**config.mk**
```make
export PLATFORM = sky130hd
export DESIGN_NAME = fetch_stage
export DESIGN_NICKNAME = d
export VERILOG_FILES = /design/src/rtl/mips_pkg.sv /design/src/rtl/fetch_perf_counters.sv /design/src/rtl/fetch_stage.sv
export SDC_FILE = /design/constraint.sdc
export NUM_CORES = 1
export LEC_CHECK = 0
export ABC_CLOCK_PERIOD_IN_PS = 2000
export CORE_ASPECT_RATIO = 1.2
export CORE_MARGIN = 2
export CORE_UTILIZATION = 45
export DETAILED_ROUTE_END_ITERATION = 10
export GPL_ROUTABILITY_DRIVEN = 1
export PLACE_DENSITY = 0.77
export SLEW_MARGIN = 10
export SYNTH_ARGS = -nofsm -noshare
export SYNTH_HDL_FRONTEND = slang
export SYNTH_SLANG_ARGS = --single-unit
```
**constraint.sdc**
```tcl
create_clock -name clock -period 2 [get_ports clock]
set_input_delay 0.4 -clock clock [delete_from_list [all_inputs] [get_ports clock]]
set_output_delay 0.4 -clock clock [all_outputs]
set_load 0.02 [all_outputs]
```
**src/rtl/mips_pkg.sv**
```systemverilog
// Shared MIPS core definitions: opcodes, instruction field positions, fetch FSM states
// and small arithmetic helpers used by the fetch stage and its optional counters.
package mips_pkg;

  localparam logic [5:0] OP_LW      = 6'h23;
  localparam logic [5:0] OP_BEQ     = 6'h04;
  localparam logic [5:0] OP_J       = 6'h02;
  localparam logic [5:0] OP_JAL     = 6'h03;
  localparam logic [5:0] OP_ADD_IMM = 6'h08;

  // sll $0,$0,0 encodes as all zeros.
  localparam logic [31:0] NOP_INSTR_DEFAULT = 32'h0000_0000;

  localparam int OP_MSB = 31;
  localparam int OP_LSB = 26;
  localparam int RS_MSB = 25;
  localparam int RS_LSB = 21;
  localparam int RT_MSB = 20;
  localparam int RT_LSB = 16;

  typedef enum logic [1:0] {
    FETCH = 2'd0,
    HOLD  = 2'd1,
    DROP  = 2'd2
  } fetch_state_t;

  function automatic logic [31:0] word_align(input logic [31:0] addr);
    return addr & 32'hFFFF_FFFC;
  endfunction

  function automatic logic [31:0] sat_inc(input logic [31:0] value);
    return (value == 32'hFFFF_FFFF) ? value : value + 32'd1;
  endfunction

endpackage

```
**src/rtl/fetch_perf_counters.sv**
```systemverilog
// Saturating fetch-stage event counters; instantiated only when FETCH_PERF_CNT_EN is defined.
module fetch_perf_counters
  import mips_pkg::*;
(
  input  logic        clock,
  input  logic        reset_n,
  input  logic        stall,
  input  logic        redirect,
  input  logic        waiting,
  output logic [31:0] stall_cycles,
  output logic [31:0] flush_count,
  output logic [31:0] wait_cycles
);

  always_ff @(posedge clock or negedge reset_n) begin
    if (!reset_n) begin
      stall_cycles <= '0;
      flush_count  <= '0;
      wait_cycles  <= '0;
    end else begin
      if (stall)    stall_cycles <= sat_inc(stall_cycles);
      if (redirect) flush_count  <= sat_inc(flush_count);
      if (waiting)  wait_cycles  <= sat_inc(wait_cycles);
    end
  end

endmodule

```
**src/rtl/fetch_stage.sv**
```systemverilog
// IF stage and IF/ID register of the 5-stage MIPS core: owns the PC, fetches over a req/ack
// handshake and honours stall/redirect. Define FETCH_PERF_CNT_EN to add performance counters.
module fetch_stage
  import mips_pkg::*;
#(
  parameter logic [31:0] RESET_PC  = 32'h0000_0000,
  parameter logic [31:0] NOP_INSTR = NOP_INSTR_DEFAULT
) (
  input  logic        clock,
  input  logic        reset_n,
  input  logic        stall,
  input  logic        redirect,
  input  logic [31:0] redirect_pc,
  output logic        imem_req,
  output logic [31:0] imem_addr,
  input  logic        imem_ack,
  input  logic [31:0] imem_rdata,
  output logic [31:0] ifidir,
  output logic [31:0] ifidpc4,
  output logic        ifid_valid,
  output logic [5:0]  ifop,
  output logic [4:0]  ifidrs,
  output logic [4:0]  ifidrt
`ifdef FETCH_PERF_CNT_EN
  ,
  output logic [31:0] stall_cycles,
  output logic [31:0] flush_count,
  output logic [31:0] wait_cycles
`endif
);

  fetch_state_t state, state_next;
  logic        req_en;
  logic [31:0] pc, pc_next;
  logic [31:0] pending, pending_next;
  logic [31:0] buffer, buffer_next;
  logic [31:0] ir_next, pc4_next;
  logic        valid_next;
  logic [31:0] target;

  assign target = word_align(redirect_pc);

  // NOTE: sequential state uses non-blocking assignments so every register samples pre-edge values.
  always_ff @(posedge clock or negedge reset_n) begin
    if (!reset_n) state <= FETCH;
    else          state <= state_next;
  end

  // Requests are held off until the first edge after reset releases.
  always_ff @(posedge clock or negedge reset_n) begin
    if (!reset_n) req_en <= 1'b0;
    else          req_en <= 1'b1;
  end

  always_comb begin
    // NOTE: every always_comb output gets a default first so no path infers a latch.
    state_next   = state;
    pc_next      = pc;
    pending_next = pending;
    buffer_next  = buffer;
    ir_next      = ifidir;
    pc4_next     = ifidpc4;
    valid_next   = ifid_valid;
    if (req_en) begin
      if (redirect) begin
        ir_next     = NOP_INSTR;
        valid_next  = 1'b0;
        buffer_next = '0;
        if (state != HOLD && !imem_ack) begin
          pending_next = target;
          state_next   = DROP;
        end else begin
          pc_next    = target;
          state_next = FETCH;
        end
      end else begin
        unique case (state)
          FETCH: begin
            if (imem_ack && !stall) begin
              ir_next    = imem_rdata;
              pc4_next   = pc + 32'd4;
              valid_next = 1'b1;
              pc_next    = pc + 32'd4;
            end else if (imem_ack) begin
              buffer_next = imem_rdata;
              state_next  = HOLD;
            end else if (!stall) begin
              // ID consumed its entry while nothing new arrived.
              ir_next    = NOP_INSTR;
              valid_next = 1'b0;
            end
          end
          HOLD: begin
            if (!stall) begin
              ir_next    = buffer;
              pc4_next   = pc + 32'd4;
              valid_next = 1'b1;
              pc_next    = pc + 32'd4;
              state_next = FETCH;
            end
          end
          DROP: begin
            ir_next    = NOP_INSTR;
            valid_next = 1'b0;
            if (imem_ack) begin
              pc_next    = pending;
              state_next = FETCH;
            end
          end
          default: state_next = FETCH;
        endcase
      end
    end
  end

  always_comb begin
    imem_req  = req_en && (state != HOLD);
    imem_addr = pc;
  end

  always_ff @(posedge clock or negedge reset_n) begin
    if (!reset_n) begin
      pc         <= RESET_PC;
      pending    <= '0;
      buffer     <= '0;
      ifidir     <= NOP_INSTR;
      ifidpc4    <= '0;
      ifid_valid <= 1'b0;
    end else begin
      pc         <= pc_next;
      pending    <= pending_next;
      buffer     <= buffer_next;
      ifidir     <= ir_next;
      ifidpc4    <= pc4_next;
      ifid_valid <= valid_next;
    end
  end

  assign ifop   = ifidir[OP_MSB:OP_LSB];
  assign ifidrs = ifidir[RS_MSB:RS_LSB];
  assign ifidrt = ifidir[RT_MSB:RT_LSB];

`ifdef FETCH_PERF_CNT_EN
  fetch_perf_counters u_perf (
    .clock        (clock),
    .reset_n      (reset_n),
    .stall        (stall),
    .redirect     (redirect),
    .waiting      (imem_req && !imem_ack),
    .stall_cycles (stall_cycles),
    .flush_count  (flush_count),
    .wait_cycles  (wait_cycles)
  );
`endif

endmodule

```
==> flow_metrics.tcl <==
set metrics [dict create \
    total_power_mw 13.4 \
    critPathCaptureType "output port" \
    cts_root_buffer "clkbuf_16" \
    clock-skew-final_ns 0.00849 \
    dpl.hpwl_mm 14.7 \
    drv_cap 0 \
    numCtsBuffers 17 \
    worstPathRequired_ns 1.60 \
    whs_ns 0.411 \
    reg2reg_depth 7 \
    ys_warn_count 0 \
    path_cells "clkdlybuf4s50_1" \
    synth_top_cell_area_share 0.513 \
    synth_edf_count 0 \
    status "finished clean" \
    drive_gt1_frac 0.176 \
    timing.final.crit_period_ns 1.96 \
    setup_tns_ns 0 \
    finalNetCount 1057 \
    h-tree-depth 4 \
    via_count 6786 \
    syn_area_mm2 0.00770 \
    first_pass_iters 5 \
    slew_viol_final 0 \
    drc 0 \
    start_util 0.457 \
    cts.sinks 158 \
    place.gp.congestion 0.818 \
    dieArea_mm2 0.0182 \
    fmax_mhz 511 \
    pre_cts_ws_ns -0.172 \
    comb_power_share 0.401 \
    switching_share 0.355 \
    core_area_mm2 0.0169 \
    synthAdderAreaFrac 0.00650 \
    rows 52 \
    ys_seq_area_frac 0.513 \
    dp.cells 1175 \
    slowest_stage "clkdlybuf4s50_1" \
    intPower_mw 8.67 \
    die_w_um 123 \
    die_y_um 147 \
    clk_latency_ns 0.42 \
    antenna_cells 0 \
    cts_tree "done" \
    r2r_end "imem_addr[26]" \
    grt_pass1_wl_mm 33.1 \
    path_buf_inv 1 \
    clockBufferDepth 2 \
    overflow 0 \
    synth_seq_cells 158 \
    critPathMaxFanout 6 \
    synth_top_family_by_area "compound AO/OA/AOI/OAI gates" \
    hold_path_class "in2async" \
    ys_types 59 \
    ir_drop_v 0.000545 \
    antenna_found_initial 0 \
    fillers 1319 \
    grt_start_max_net_pins 65 \
    ios 183 \
    reg2reg_slack_ns 0.08 \
    wl_mm 21.4 \
    areaGrowthSynthToFinish_pct 41.1 \
    synth_top_area_cell "dfrtp_1" \
    p_clk_frac 0.236 \
    crit_arrival_ns 1.56 \
    synth_cells 780 \
    p_per_area_mw_per_mm2 1240 \
    synth_xor_area_frac 0.0318 \
    ff_latch_area_mm2 0.00396 \
    synthFlopType "dfrtp_1" \
    numPortBuffers 176 \
    netSwitchingPower_mw 4.77 \
    finalHoldViolations 0 \
    cpLargestDelayFamily "buffers and inverters" \
    p_leak_nw 4.64 \
    finalSetupViolCount 0 \
    synthTopCellsByArea "dfrtp_1 (51%), mux2_2 (5.7%), a21oi_1 (4.7%), nand2_1 (4.7%), a32oi_1 (3.6%)" \
    worst_slack_ns 0.0415 \
    multi_input_area_mm2 0.00344 \
    critPathLaunchType "flop" \
    globalRouteTotalUtil 0.232 \
    max_stage_delay_ns 0.66 \
    drtAntennaViolNets 0 \
    seq_power_share 0.363 \
    avgViaCountPerCell 5.59 \
    drt_iter0_drc 554 \
    synth_compound_area_frac 0.186 \
    stdcell_count 1213 \
    grt_pass1_vias 6537 \
    synthMuxAreaShare 0.0635 \
    period_share 0.979 \
    critPathKind "reg2out" \
    r2r_start "imem_addr[2]" \
    synthSimpleGateAreaFrac 0.146 \
    wl_per_cell_um 17.6 \
    clkSlewWorstSetupHoldPaths_ns 0.06 \
    async_reset_ff_frac 1.00 \
    avgSynthCellArea_um2 9.88 \
]
-- cell usage after synthesis, types with 5 or more instances --
library cell	n
mux2_2	39
nand3_1	22
nand2_1	97
o211ai_1	6
nand4_1	5
o21a_1	7
o21ai_0	49
a31oi_1	6
xnor2_1	15
a21oi_1	73
xor2_1	13
nor2_1	74
buf_2	12
a21boi_0	5
and3_1	6
o22ai_1	8
inv_1	8
o22a_1	8
buf_4	20
clkbuf_1	36
nor4_1	5
mux2i_1	5
nor3_1	5
a32oi_1	32
dfrtp_1	158
-- sequential cells by signal (all words and copies together) (netlist names) --
name,cells
buffer,32
state,2
ifid_valid,1
ifidpc4,30
pending,30
req_en,1
ifidir,32
imem_addr,30
-- layout make-up --
class,count,area share
timing repair buffer,255,0.239
inverter,10,0.00345
sequential,158,0.364
multi-input combinational,542,0.316
tap,216,0.0249
clock inverter,10,0.0105
clock buffer,22,0.0427
-- layout by cell type, fill, tap and decap left out, types with 6 or more instances in the layout --
cell             instances
a21oi_1                 73
a32oi_1                 32
and3_1                   6
buf_12                  13
buf_4                   61
clkbuf_16               20
clkdlybuf4s50_1        161
dfrtp_1                157
dlymetal6s2s_1          10
inv_1                    7
mux2_2                  39
nand2_1                 97
nand3_1                 22
nor2_1                  73
o211ai_1                 6
o21a_1                   7
o21ai_0                 48
o22a_1                   8
o22ai_1                  8
xnor2_1                 15
xor2_1                  13
-- timing repair --
action,in CTS,in global routing
setup endpoints to repair,6,91
pin swaps,0,1
resized for setup,6,27
buffers inserted,0,2
gates cloned,0,3
hold buffers,1,0
hold endpoints to repair,22,0
-- routing by layer --
metal / global-route usage / up-vias / share of wire
met5: 0 / - / 0
met1: 0.288 / 3338 / 0.41
met4: 0.0943 / 0 / 0.021
met3: 0.0474 / 29 / 0.049
met2: 0.389 / 237 / 0.52
li1: - / 3182 / -
-- power by group through the flow --
stage                     Combinational (mW)  Clock [mW]  Sequential (mW)
after floorplan                         1.85           0             5.75
after global placement                  5.20           0             4.87
after detailed placement                5.30           0             4.93
after CTS                               5.31        3.22             4.88
after global routing                    5.78        3.38             5.00
final                                   5.39        3.17             4.88
-- metrics by stage --
step | instance area, um2 | utilization
3_5_place_dp | 10100 | 0.600
3_3_place_gp | 10100 | 0.600
5_1_grt | 10900 | 0.645
2_1_floorplan | 7720 | -
6_report | 10900 | 0.645
4_1_cts | 10700 | 0.635
-- kinds of logic (layout without fill, tap and decap cells) --
group / count (synthesis) / in the layout
AOI/OAI and AO/OA: 224 / 224
other: 2 / 5
xor gates and xnor gates: 28 / 28
adders and majority gates: 4 / 4
muxes: 44 / 44
and+or+nand+nor: 237 / 237
buffers and inverters: 83 / 297
DFF: 158 / 158
-- how the worst max path moves through the flow --
stage	from	endpoint	slack, ns	depth (start not counted)
after floorplan	state[0]	imem_addr[9]	0.06	10
after global placement	redirect	imem_addr[11]	-0.15	6
after detailed placement	redirect	imem_addr[6]	-0.17	6
after CTS	state[0]	imem_addr[3]	-0.02	8
after global routing	state[1]	ifid_valid	-0.03	7
final	imem_addr[7]	imem_addr[7]	0.04	1
Note: power is estimated with default switching activity, not from simulation.
==> RTL change, RTL diff (same settings) <==
Encoding of `fetch_state_t`: now one-hot (3 bits for 3 states).
--- a/src/rtl/mips_pkg.sv
+++ b/src/rtl/mips_pkg.sv
@@ -20,6 +20,6 @@
 
-  typedef enum logic [1:0] {
-    FETCH = 2'd0,
-    HOLD  = 2'd1,
-    DROP  = 2'd2
+  typedef enum logic [2:0] {
+    FETCH = 3'b001,
+    HOLD  = 3'b010,
+    DROP  = 3'b100
   } fetch_state_t;
Behaviour: same outputs for any inputs over 4 cycles, from zero or initial values and one cycle with reset_n low; so few cycles prove little.
==> RTL change against the unedited design <==
Combinational power decreased by 22%; sequential share of layout area decreased by 1.0 points; highest routed layer unchanged; non-clock buffer count increased by 29; core utilization about the same; design area increased by 3.5%; synthesized area increased by 3.4%; routed wire length increased by 11%; sequential power decreased by 9.4%; via count increased by 9.7%; count of clock-buffer cells in the layout decreased by 3; worst setup slack improved by 0.0012 ns; sequential cell count increased by 1; largest power group is now sequential cells; total power decreased by 11%.
==> RTL change: results (changes against the unedited design) <==
stage;metric;value;unit;change
outcome;outcome;completed;;unchanged
placed_design;RePlAce Congestion;0.9026;;was 0.8179
placed_design;post-placement cell count;1237;;was 1175
worst_setup_path;Worst R2R Path Depth;7;;unchanged
grt;first-pass GRT wire length;37690;um;was 33100 um
worst_setup_path;WP data arrival;2.27;ns;was 1.56 ns
synthesis;commonest cells in the netlist;158 x dfrtp_1, 130 x nand2_1, 62 x a21oi_1;;was 158 x dfrtp_1, 97 x nand2_1, 74 x nor2_1
detailed_routing;vias;7445;;was 6786
synthesis;Ys Warns;0;;unchanged
cts;CTS Buffer Depth;2;;unchanged
worst_setup_path;CP max stage delay;0.58;ns;was 0.66 ns
detailed_routing;via/cell ratio;5.816;;was 5.594
cts;Worst-path clk slew;0.07;ns;
synthesis;Seq/Total Area, Yosys;49.97;%;was 51.32%
pwr;net switching fraction of the power;34.59;%;was 35.47%
worst_setup_path;CP delay by family, top;compound AO/OA/AOI/OAI gates;;was buffers and inverters
synthesis;top_reg_cell synth;dfrtp_1;;unchanged
placed_design;post-DP HPWL;15910;um;was 14740 um
timing;Hold WS;0.4527;ns;was 0.4113 ns
worst_setup_path;critical path launch point;state[0];;was imem_addr[7]
pwr;Leakage;0.004882;uW;was 0.004639 uW
timing;Slew @ Worst Pin;0.5051;ns;
cts;CTS root buffer;clkbuf_16;;unchanged
synthesis;library cells used by synthesis;72;;was 59
placed_design;DP Worst Slack;-0.1927;ns;was -0.1718 ns
detailed_routing;overall routed net length;23820;um;was 21390 um
worst_setup_path;Max stage delay cell, worst path;dfstp_2;;was clkdlybuf4s50_1
placed_design;placed inst area;10470;um2;was 10110 um2
grt;initial antenna violation count;0;;unchanged
cells_and_area;biggest regs;buffer (32), ifidir (32);;unchanged
grt;largest net degree at the start of global routing;49;;was 65
cts;total CTS buffers;17;;unchanged
cts;total number of H-tree levels;4;;unchanged
worst_setup_path;worst-path fanout max;28;;was 6
placed_design;port buffer count;176;;unchanged
synthesis;Async SR Flop Fraction;100.0;%;unchanged
worst_setup_path;Setup crit end;imem_addr[27];;was imem_addr[7]
cts;worst-skew pair later-pin latency;0.43;ns;
detailed_routing;DRT Pass-1 Iters;9;;was 5
pwr;VDD IR-drop max;0.5460;mV;was 0.5445 mV
timing;Fin. Hold Viols;0;;unchanged
synthesis;top post-synthesis cells by area;dfrtp_1 50%, nand2_1 6.1%, mux2_2 4.5%, a32oi_1 4.0%, a21oi_1 3.9%;;was dfrtp_1 51%, mux2_2 5.7%, a21oi_1 4.7%, nand2_1 4.7%, a32oi_1 3.6%
timing;Worst Clk Skew;0.007500;ns;was 0.008492 ns
grt;Tot GR Track Use;25.00;%;was 23.16%
cells_and_area;antenna cell count;0;;unchanged
worst_hold_path;min-delay worst type;input port to asynchronous set/reset pin;;unchanged
cells_and_area;share of post-route cells with drive strength above 1;19.34;%;was 17.55%
timing;Final WS setup;0.04277;ns;was 0.04153 ns
synthesis;cell count after synthesis;824;;was 780
cells_and_area;nets;1117;;was 1057
detailed_routing;Initial DRC Count;725;;was 554
==> RTL change: cell count changes in the layout (fill, tap and decap cells not counted), moves of 5 or more <==
cell	delta
and2_1	+5
o21a_1	-7
a21oi_1	-12
nor2_1	-18
nand3_1	-7
o22a_1	-7
nand2_1	+33
nand4_1	+43
mux2_2	-7
buf_4	+30
==> RTL change: kinds of logic after synthesis <==
family / share of synthesized area [%]
other: 0.09429
adder cells (fa/ha/maj): 0.1571
buffers and inverters: 6.393
multiplexers: 4.524
XOR/XNOR: 3.189
AND/OR/NAND/NOR: 18.19
flip-flops: 49.97
AO/OA/AOI/OAI: 17.48
==> RTL change: per-layer routing <==
metal	GRT usage (%)	up-vias	share of wire, %
li1	-	3404	-
met5	0	-	0
met2	42.89	340	50
met1	31.08	3636	40
met4	9.889	0	3.2
met3	5.041	65	6.6
==> RTL change: power groups by stage <==
stage / registers [uW] / logic, uW / clock network [uW]
2_1_floorplan: 5110 / 1370 / 0
3_3_place_gp: 4450 / 4020 / 0
3_5_place_dp: 4460 / 4110 / 0
4_1_cts: 4410 / 4180 / 3350
5_1_grt: 4510 / 4520 / 3480
6_report: 4420 / 4210 / 3290
==> RTL change: final cells by class <==
class,count,area [um2]
Fill cell,1393,6182
Sequential cell,159,3983
Multi-Input combinational cell,573,3590
Timing Repair Buffer,284,2779
Clock buffer,19,432.9
Tap cell,220,275.3
Clock inverter,13,153.9
Inverter,12,45.04
==> RTL change: timing repair <==
item | CTS | global route
endpoints found under the setup margin | 7 | 47
hold buffers | 1 | 0
gates resized for setup | 14 | 18
pin swaps | 2 | 2
setup buffers | 5 | 3
hold endpoints to repair | 37 | 0
gates cloned | 0 | 2
